**src/rtl/rpn_pkg.sv**
```systemverilog
// rpn_pkg: shared definitions for the RPN expression evaluator.
//
// Contents:
//   OP_*          ASCII operator codes accepted on the token stream
//   state_t       evaluator FSM state encoding
//   is_arith_op() true for codes that pop two operands and push one result
//
// Configuration macro: RPN_DIV_EN adds '/' to the arithmetic operator set.
package rpn_pkg;

    localparam logic [7:0] OP_ADD = 8'h2B;   // '+'
    localparam logic [7:0] OP_SUB = 8'h2D;   // '-'
    localparam logic [7:0] OP_MUL = 8'h2A;   // '*'
    localparam logic [7:0] OP_DIV = 8'h2F;   // '/'
    localparam logic [7:0] OP_EQ  = 8'h3D;   // '='

    typedef enum logic [2:0] {
        IDLE    = 3'd0,
        POP_B   = 3'd1,
        POP_A   = 3'd2,
        PUSH_R  = 3'd3,
        POP_RES = 3'd4,
        DRAIN   = 3'd5,
        DONE    = 3'd6
    } state_t;

    // Division only counts as a known operator when the divider is built,
    // so a build without it rejects '/' like any other unknown code.
    function automatic logic is_arith_op(input logic [7:0] code);
        logic hit;
        hit = (code == OP_ADD) || (code == OP_SUB) || (code == OP_MUL);
`ifdef RPN_DIV_EN
        hit = hit || (code == OP_DIV);
`endif
        return hit;
    endfunction

endpackage

```
**src/rtl/rpn_if.sv**
```systemverilog
// rpn_if: token stream handshake into the RPN evaluator.
//
// Signals:
//   tok_valid  source has a token
//   tok_ready  evaluator can take a token (transfer when both high at clk)
//   tok_is_op  1 = operator code in tok_data, 0 = operand value
//   tok_data   operand value or ASCII operator code (low 8 bits)
//
// Modports: master = token source, slave = evaluator.
interface rpn_if #(
    parameter int WIDTH = 8
);

    logic             tok_valid;
    logic             tok_ready;
    logic             tok_is_op;
    logic [WIDTH-1:0] tok_data;

    modport master (
        output tok_valid,
        output tok_is_op,
        output tok_data,
        input  tok_ready
    );

    modport slave (
        input  tok_valid,
        input  tok_is_op,
        input  tok_data,
        output tok_ready
    );

endinterface

```
**src/rtl/rpn_alu.sv**
```systemverilog
// rpn_alu: combinational arithmetic for the RPN evaluator.
//
// Ports:
//   a        deeper operand (left-hand side)
//   b        top-of-stack operand (right-hand side)
//   opcode   ASCII operator code
//   y        unsigned result, modulo 2^WIDTH
//   div_zero high when a division by zero is requested
//
// Configuration macro: RPN_DIV_EN builds the truncating unsigned divider;
// without it no divider logic exists and div_zero is tied low.
module rpn_alu
    import rpn_pkg::*;
#(
    parameter int WIDTH = 8
) (
    input  logic [WIDTH-1:0] a,
    input  logic [WIDTH-1:0] b,
    input  logic [7:0]       opcode,
    output logic [WIDTH-1:0] y,
    output logic             div_zero
);

    // Select the operation; all results wrap to WIDTH bits, so the multiply
    // keeps only the low half of the full product.
    always_comb begin
        y        = '0;
        div_zero = 1'b0;
        case (opcode)
            OP_ADD: y = a + b;
            OP_SUB: y = a - b;
            OP_MUL: y = a * b;
`ifdef RPN_DIV_EN
            OP_DIV: begin
                if (b == '0) begin
                    div_zero = 1'b1;
                end else begin
                    y = a / b;
                end
            end
`endif
            default: y = '0;
        endcase
    end

endmodule

```
**src/rtl/rpn_evaluator.sv**
```systemverilog
// rpn_evaluator: evaluates a reverse-Polish token stream against an
// externally attached operand stack.
//
// Ports:
//   clk, rst      clock (rising edge) and synchronous active-low reset
//   tok           token handshake (rpn_if slave)
//   stk_data_in   value to push onto the stack
//   stk_push_en   push strobe
//   stk_pop_en    pop strobe
//   stk_data_out  combinational top of stack
//   stk_empty     stack holds nothing
//   result        evaluated value (0 when the expression was in error)
//   result_err    expression was malformed or overflowed
//   result_valid  one-cycle pulse when result/result_err are updated
//   depth         current stack occupancy as tracked by the evaluator
//
// The stack must be reset in the same cycle as this block, using an
// inverted copy of rst for an active-high stack reset.
//
// Configuration macro: RPN_DIV_EN enables the '/' operator.
module rpn_evaluator
    import rpn_pkg::*;
#(
    parameter int WIDTH     = 8,
    parameter int MAX_DEPTH = 100
) (
    input  logic             clk,
    input  logic             rst,
    rpn_if.slave             tok,
    output logic [WIDTH-1:0] stk_data_in,
    output logic             stk_push_en,
    output logic             stk_pop_en,
    input  logic [WIDTH-1:0] stk_data_out,
    input  logic             stk_empty,
    output logic [WIDTH-1:0] result,
    output logic             result_err,
    output logic             result_valid,
    output logic [7:0]       depth
);

    localparam logic [7:0] DEPTH_LIMIT = 8'(MAX_DEPTH);

    state_t           state_q, state_d;
    logic [7:0]       depth_q, depth_d;
    logic [WIDTH-1:0] a_q, a_d;
    logic [WIDTH-1:0] b_q, b_d;
    logic [7:0]       opcode_q, opcode_d;
    logic             err_q, err_d;
    logic [WIDTH-1:0] result_q, result_d;
    logic             result_err_q, result_err_d;

    logic             tok_ready_c;
    logic             push_c;
    logic             pop_c;
    logic             valid_c;
    logic [WIDTH-1:0] push_data_c;

    logic [WIDTH-1:0] alu_y;
    logic             alu_div_zero;

    rpn_alu #(
        .WIDTH (WIDTH)
    ) u_alu (
        .a        (a_q),
        .b        (b_q),
        .opcode   (opcode_q),
        .y        (alu_y),
        .div_zero (alu_div_zero)
    );

    // Next-state and stack-control logic. Every path into DRAIN other than
    // POP_RES has already raised the error flag, so flagging an error on
    // any pop inside DRAIN is exactly the "leftover operands" rule for the
    // '=' path and harmless elsewhere. POP_RES parks the final value in a_q,
    // which is free by then, and DRAIN copies it to the result registers on
    // the way into DONE so they are stable while result_valid is high.
    always_comb begin
        state_d      = state_q;
        depth_d      = depth_q;
        a_d          = a_q;
        b_d          = b_q;
        opcode_d     = opcode_q;
        err_d        = err_q;
        result_d     = result_q;
        result_err_d = result_err_q;
        tok_ready_c  = 1'b0;
        push_c       = 1'b0;
        pop_c        = 1'b0;
        valid_c      = 1'b0;
        push_data_c  = '0;

        case (state_q)
            IDLE: begin
                tok_ready_c = 1'b1;
                if (tok.tok_valid) begin
                    if (!tok.tok_is_op) begin
                        if (depth_q == DEPTH_LIMIT) begin
                            err_d   = 1'b1;
                            state_d = DRAIN;
                        end else begin
                            push_c      = 1'b1;
                            push_data_c = tok.tok_data;
                        end
                    end else if (is_arith_op(tok.tok_data[7:0])) begin
                        opcode_d = tok.tok_data[7:0];
                        state_d  = POP_B;
                    end else if (tok.tok_data[7:0] == OP_EQ) begin
                        state_d = POP_RES;
                    end else begin
                        err_d   = 1'b1;
                        state_d = DRAIN;
                    end
                end
            end

            POP_B: begin
                if (stk_empty) begin
                    err_d   = 1'b1;
                    state_d = DRAIN;
                end else begin
                    b_d     = stk_data_out;
                    pop_c   = 1'b1;
                    state_d = POP_A;
                end
            end

            POP_A: begin
                if (stk_empty) begin
                    err_d   = 1'b1;
                    state_d = DRAIN;
                end else begin
                    a_d     = stk_data_out;
                    pop_c   = 1'b1;
                    state_d = PUSH_R;
                end
            end

            PUSH_R: begin
                if (alu_div_zero) begin
                    err_d   = 1'b1;
                    state_d = DRAIN;
                end else begin
                    push_c      = 1'b1;
                    push_data_c = alu_y;
                    state_d     = IDLE;
                end
            end

            POP_RES: begin
                if (stk_empty) begin
                    err_d = 1'b1;
                end else begin
                    a_d   = stk_data_out;
                    pop_c = 1'b1;
                end
                state_d = DRAIN;
            end

            DRAIN: begin
                if (!stk_empty) begin
                    pop_c = 1'b1;
                    err_d = 1'b1;
                end else begin
                    result_d     = err_q ? '0 : a_q;
                    result_err_d = err_q;
                    state_d      = DONE;
                end
            end

            DONE: begin
                valid_c = 1'b1;
                err_d   = 1'b0;
                state_d = IDLE;
            end

            default: begin
                state_d = IDLE;
            end
        endcase

        // While reset is held nothing may touch the stack or be accepted,
        // even though the state register still shows the aborted operation.
        if (!rst) begin
            tok_ready_c = 1'b0;
            push_c      = 1'b0;
            pop_c       = 1'b0;
            valid_c     = 1'b0;
        end

        case ({push_c, pop_c})
            2'b10:   depth_d = depth_q + 8'd1;
            2'b01:   depth_d = depth_q - 8'd1;
            default: depth_d = depth_q;
        endcase
    end

    // State and datapath registers with synchronous active-low reset.
    always_ff @(posedge clk) begin
        if (!rst) begin
            state_q      <= IDLE;
            depth_q      <= 8'd0;
            a_q          <= '0;
            b_q          <= '0;
            opcode_q     <= 8'd0;
            err_q        <= 1'b0;
            result_q     <= '0;
            result_err_q <= 1'b0;
        end else begin
            state_q      <= state_d;
            depth_q      <= depth_d;
            a_q          <= a_d;
            b_q          <= b_d;
            opcode_q     <= opcode_d;
            err_q        <= err_d;
            result_q     <= result_d;
            result_err_q <= result_err_d;
        end
    end

    assign tok.tok_ready  = tok_ready_c;
    assign stk_push_en    = push_c;
    assign stk_pop_en     = pop_c;
    assign stk_data_in    = push_data_c;
    assign result         = result_q;
    assign result_err     = result_err_q;
    assign result_valid   = valid_c;
    assign depth          = depth_q;

endmodule

```
**src/flat_wrapper.sv**
```systemverilog
// flat-port wrapper written by rule: the top's interface ports become plain ports
module rpn_evaluator_flat import rpn_pkg::*;
#(
    parameter int WIDTH     = 8,
    parameter int MAX_DEPTH = 100
)
  (clk, rst, stk_data_in, stk_push_en, stk_pop_en, stk_data_out, stk_empty, result, result_err, result_valid, depth, tok_tok_valid, tok_tok_is_op, tok_tok_data, tok_tok_ready);
  rpn_if #(.WIDTH(WIDTH)) tok_i ();
  input  logic clk;
  input  logic rst;
  output logic [WIDTH-1:0] stk_data_in;
  output logic stk_push_en;
  output logic stk_pop_en;
  input  logic [WIDTH-1:0] stk_data_out;
  input  logic stk_empty;
  output logic [WIDTH-1:0] result;
  output logic result_err;
  output logic result_valid;
  output logic [7:0] depth;
  input wire logic [$bits(tok_i.tok_valid)-1:0] tok_tok_valid;
  input wire logic [$bits(tok_i.tok_is_op)-1:0] tok_tok_is_op;
  input wire logic [$bits(tok_i.tok_data)-1:0] tok_tok_data;
  output wire logic [$bits(tok_i.tok_ready)-1:0] tok_tok_ready;
  assign tok_i.tok_valid = tok_tok_valid;
  assign tok_i.tok_is_op = tok_tok_is_op;
  assign tok_i.tok_data = tok_tok_data;
  assign tok_tok_ready = tok_i.tok_ready;
  rpn_evaluator #(.WIDTH(WIDTH), .MAX_DEPTH(MAX_DEPTH)) u_core (.clk(clk), .rst(rst), .tok(tok_i), .stk_data_in(stk_data_in), .stk_push_en(stk_push_en), .stk_pop_en(stk_pop_en), .stk_data_out(stk_data_out), .stk_empty(stk_empty), .result(result), .result_err(result_err), .result_valid(result_valid), .depth(depth));
endmodule
```
**config.mk**
```make
export PLATFORM = sky130hd
export DESIGN_NAME = rpn_evaluator_flat
export DESIGN_NICKNAME = d
export VERILOG_FILES = /design/src/rtl/rpn_pkg.sv /design/src/rtl/rpn_if.sv /design/src/rtl/rpn_alu.sv /design/src/rtl/rpn_evaluator.sv /design/src/flat_wrapper.sv
export SDC_FILE = /design/constraint.sdc
export NUM_CORES = 1
export LEC_CHECK = 0
export CORE_MARGIN = 1
export CORE_UTILIZATION = 51
export DETAILED_ROUTE_END_ITERATION = 16
export PLACE_DENSITY = 0.88
export SYNTH_ARGS = -nofsm -noshare
export SYNTH_HDL_FRONTEND = slang
export SYNTH_HIERARCHICAL = 1
export SYNTH_SLANG_ARGS = --single-unit
export TNS_END_PERCENT = 30
```
**constraint.sdc**
```tcl
create_clock -name clk -period 4.2 [get_ports clk]
set_input_delay 0.63 -clock clk [delete_from_list [all_inputs] [get_ports clk]]
set_output_delay 0.63 -clock clk [all_outputs]
set_load 0.05 [all_outputs]
```
==> impl_metrics.csv, run 1 <==
group,metric,value,unit
timing,worst_pin_slew,0.5442,ns
synthesis,synth_edf_count,0,
detailed_routing,drt_iter0_markers,194,
clocking,root_buffer,"clkbuf_8",
synthesis,synth.avg_cell_area,8.419,sq um
worst_hold_path,hold_class,"reg2reg",
timing,finalCritPeriodShare,107.7,%
placement,gp_congestion,0.9325,
global_routing,antenna_found_initial,0,
timing,hold_violations,0,
synthesis,synth.distinct_cells,63,
clocking,holdBufCountCts,0,
cells_and_area,multiInputGateArea,0.002872,sq mm
detailed_routing,routedWlPerCell,15.87,microns
global_routing,grt_first_pass_wirelength,16.49,mm
cells_and_area,drive_gt1_share,15.82,%
clocking,cts_max_level,2,
setup_path,cp_slowest_cell,"fa_1",
setup_path,worst-endpoint-arrival,3.89,ns
cells_and_area,layout.area.seq,920.9,sq um
timing,post-route-min-period,4.522,ns
cells_and_area,antenna_cells,0,
clocking,cts_tree,"yes",
status,violations,"negative setup slack",
cells_and_area,area_delta_synth_final,24.61,%
setup_path,startpoint_type,"flop",
synthesis,seq_area_frac_synth,22.86,%
synthesis,yosysTopAreaCell,"dfxtp_1",
global_routing,grt_max_degree,35,
detailed_routing,viasPerCell,5.660,
setup_path,critPathKind,"reg2out",
synthesis,netlist_top_cells_count,"65 x nand2_1, 45 x dfxtp_1, 34 x inv_1, 32 x ha_1, 23 x xnor2_1",
synthesis,yosys_register_bits,45,
detailed_routing,antenna_left,0,
clocking,numCtsBuffers,5,
setup_path,slowest_delay,0.52,ns
detailed_routing,drc,0,
die,initial_core_util,53.46,%
setup_path,worstPathMaxFanout,5,
power,p_leak,0.002020,uW
clocking,cts_max_path_buffers,2,
die,chipWidth,89.90,microns
job,cap_violations,0,
timing,finalSetupTns,-0.6598,ns
cells_and_area,fillers,563,
synthesis,netlist_area,0.003940,sq mm
timing,worst_slack,-0.3219,ns
timing,max_freq,0.2211,GHz
die,row_count,31,
timing,report.final.slew_viol_count,0,
status,status,"finished, violations left",
synthesis,yosys.cell_count.top_type,"nand2_1",
timing,fin_skew,0.009424,ns
die,core_region_area,0.007370,sq mm
die,io_pins,50,
die,fp.dieH,89.90,microns
global_routing,grt_usage,24.71,%
setup_path,critPathRequiredTime,3.57,ns
detailed_routing,vias,3566,
global_routing,grt_pass1_vias,3508,
timing,setup-violations-final,3,
synthesis,synthTopCellsByArea,"dfxtp_1 23%, ha_1 10%, fa_1 7.1%, nand2_1 6.2%, xnor2_1 5.1%",
setup_path,path_cells,"nand2_2 -> fa_2 -> fa_1 -> inv_1 -> fa_1 -> inv_1 -> fa_2 -> inv_2 -> ha_4 -> a21oi_2 -> xnor2_1 -> xnor2_1 -> o2bb2ai_2 -> a22o_4 -> buf_12",
clocking,cts_sinks,45,
synthesis,syn_inst,468,
clocking,clock_latency,0.30,ns
synthesis,synth_fp_nets,535,
clocking,clkTransAtPathRegs,0.09,ns
synthesis,yosysWarnings,6,
setup_path,crit_path_end_kind,"primary output",
synthesis,synth_top_area_share,22.86,%
global_routing,gr-total-overflow,0,
timing,relSlewSlack,62.78,%
power,pwr_density_cell,360.7,mW/mm^2
die,die_area,0.008081,sq mm
synthesis,synth_flop_cell,"dfxtp_1",
power,ir_drop,0.0002238,V
cells_and_area,post-route-util,66.62,%
detailed_routing,drtPass1Iterations,5,
timing,rsz0062_at_grt,"true",
cells_and_area,nets,597,
placement,hpwl,7.576,mm
timing,holdWs,0.4725,ns
synthesis,synth-async-reset-ratio,0,%
detailed_routing,wl,9.999,mm
placement,portBuffers,49,
-- routing by layer --
layer / global-route usage [%] / part of all wire (%) / up-vias
met5: 0 / 0 / -
met3: 3.807 / 4.6 / 28
li1: - / - / 1733
met2: 43.01 / 49 / 112
met4: 8.737 / 3.2 / 0
met1: 30.99 / 43 / 1693
-- kinds of logic after synthesis --
| logic type | synth area share [%] |
|---|---|
| AO/OA/AOI/OAI | 17.37 |
| XOR/XNOR | 7.526 |
| adder cells (fa/ha/maj) | 17.28 |
| buffers and inverters | 6.319 |
| flip-flops | 22.86 |
| multiplexers | 3.080 |
| other | 0.09518 |
| AND/OR/NAND/NOR | 25.47 |
-- report_power, final --
group	internal (uW)	switching, uW
combinational	393	475
sequential	471	85.3
clock	194	152
-- stage by stage --
| stage | setup WS [ns] | std cells | cell area, sq um | total power [uW] |
|---|---|---|---|---|
| final | -0.3219 | 630 | 4910 | 1771 |
| after global routing | -0.4191 | 630 | 4910 | 1866 |
| after CTS | -0.3302 | 630 | 4893 | 1760 |
| after detailed placement | -0.1905 | 618 | 4690 | 1404 |
| after global placement | -0.1342 | 618 | 4690 | 1368 |
| after floorplan | 0.009708 | 468 | 3983 | 1177 |
-- cell type report --
| type | instances | share of cell area, % |
|---|---|---|
| Clock buffer | 6 | 1.682 |
| Sequential cell | 45 | 18.76 |
| Inverter | 34 | 2.599 |
| Tap cell | 99 | 2.523 |
| Timing Repair Buffer | 78 | 15.19 |
| Clock inverter | 2 | 0.7645 |
| Multi-Input combinational cell | 366 | 58.49 |
-- cell usage in the layout (no fill, tap or decap), drive strengths merged, types with 3 or more instances in the layout --
cell type and n:
a21o 3, nor2b 13, nand3b 9, nor3 7
nand3 10, a22o 9, and2 19, fa 14
dfxtp 45, o31ai 3, xor2 9, and3 10
mux2i 11, buf 35, nor3b 3, ha 32
a21oi 16, a21boi 19, clkbuf 6, nor2 14
nand2b 8, o21ai 17, nand2 65, o21a 11
inv 34, nor4 3, or3 3, xnor2 24
a31oi 3, o211ai 4, clkdlybuf4s50 42
-- worst paths after layout --
check | startpoint | endpoint | slack, ns | depth (start not counted)
max | u_core/b_q[4] | stk_data_in[7] | -0.32 | 15
min | u_core/result[6] | u_core/result[6] | 0.47 | 2
max reg2reg | u_core/state_q[1] | u_core/depth[6] | 0.89 | 9
min reg2reg | u_core/result[6] | u_core/result[6] | 0.47 | 2
-- registers in the layout (all words and copies together), names as in the netlist --
| name | flops |
|---|---|
| u_core/a_q | 8 |
| u_core/depth | 8 |
| u_core/result_err | 1 |
| u_core/err_q | 1 |
| u_core/result | 8 |
| u_core/state_q | 3 |
| u_core/b_q | 8 |
| u_core/opcode_q | 8 |
-- critical path, delay by kind of cell (launching register included) --
kind                       cells  cell delay, ns
AOI/OAI and AO/OA              3            0.42
xor gates and xnor gates       2            0.30
adders and majority gates      5            2.15
buffers and inverters          4            0.28
DFF                            1            0.38
and+or+nand+nor                1            0.06
-- what timing repair did --
| item | in CTS | in global routing |
|---|---|---|
| gates resized for setup | 21 | 7 |
| endpoints found under the hold margin | 0 | 0 |
| pin swaps | 19 | 16 |
| buffers inserted | 4 | 0 |
| endpoints found under the setup margin | 3 | 5 |
No activity file was read; power rests on OpenSTA's default activity.
==> inputs of run 2 (changes only) <==
--- a/config.mk
+++ b/config.mk
@@ -13,4 +13,4 @@
 export SYNTH_HDL_FRONTEND = slang
 export SYNTH_HIERARCHICAL = 1
 export SYNTH_SLANG_ARGS = --single-unit
-export TNS_END_PERCENT = 30
+export TNS_END_PERCENT = 1
==> results of run 2 <==
No change in the layout: final DEF, timing and power equal those of run 1.
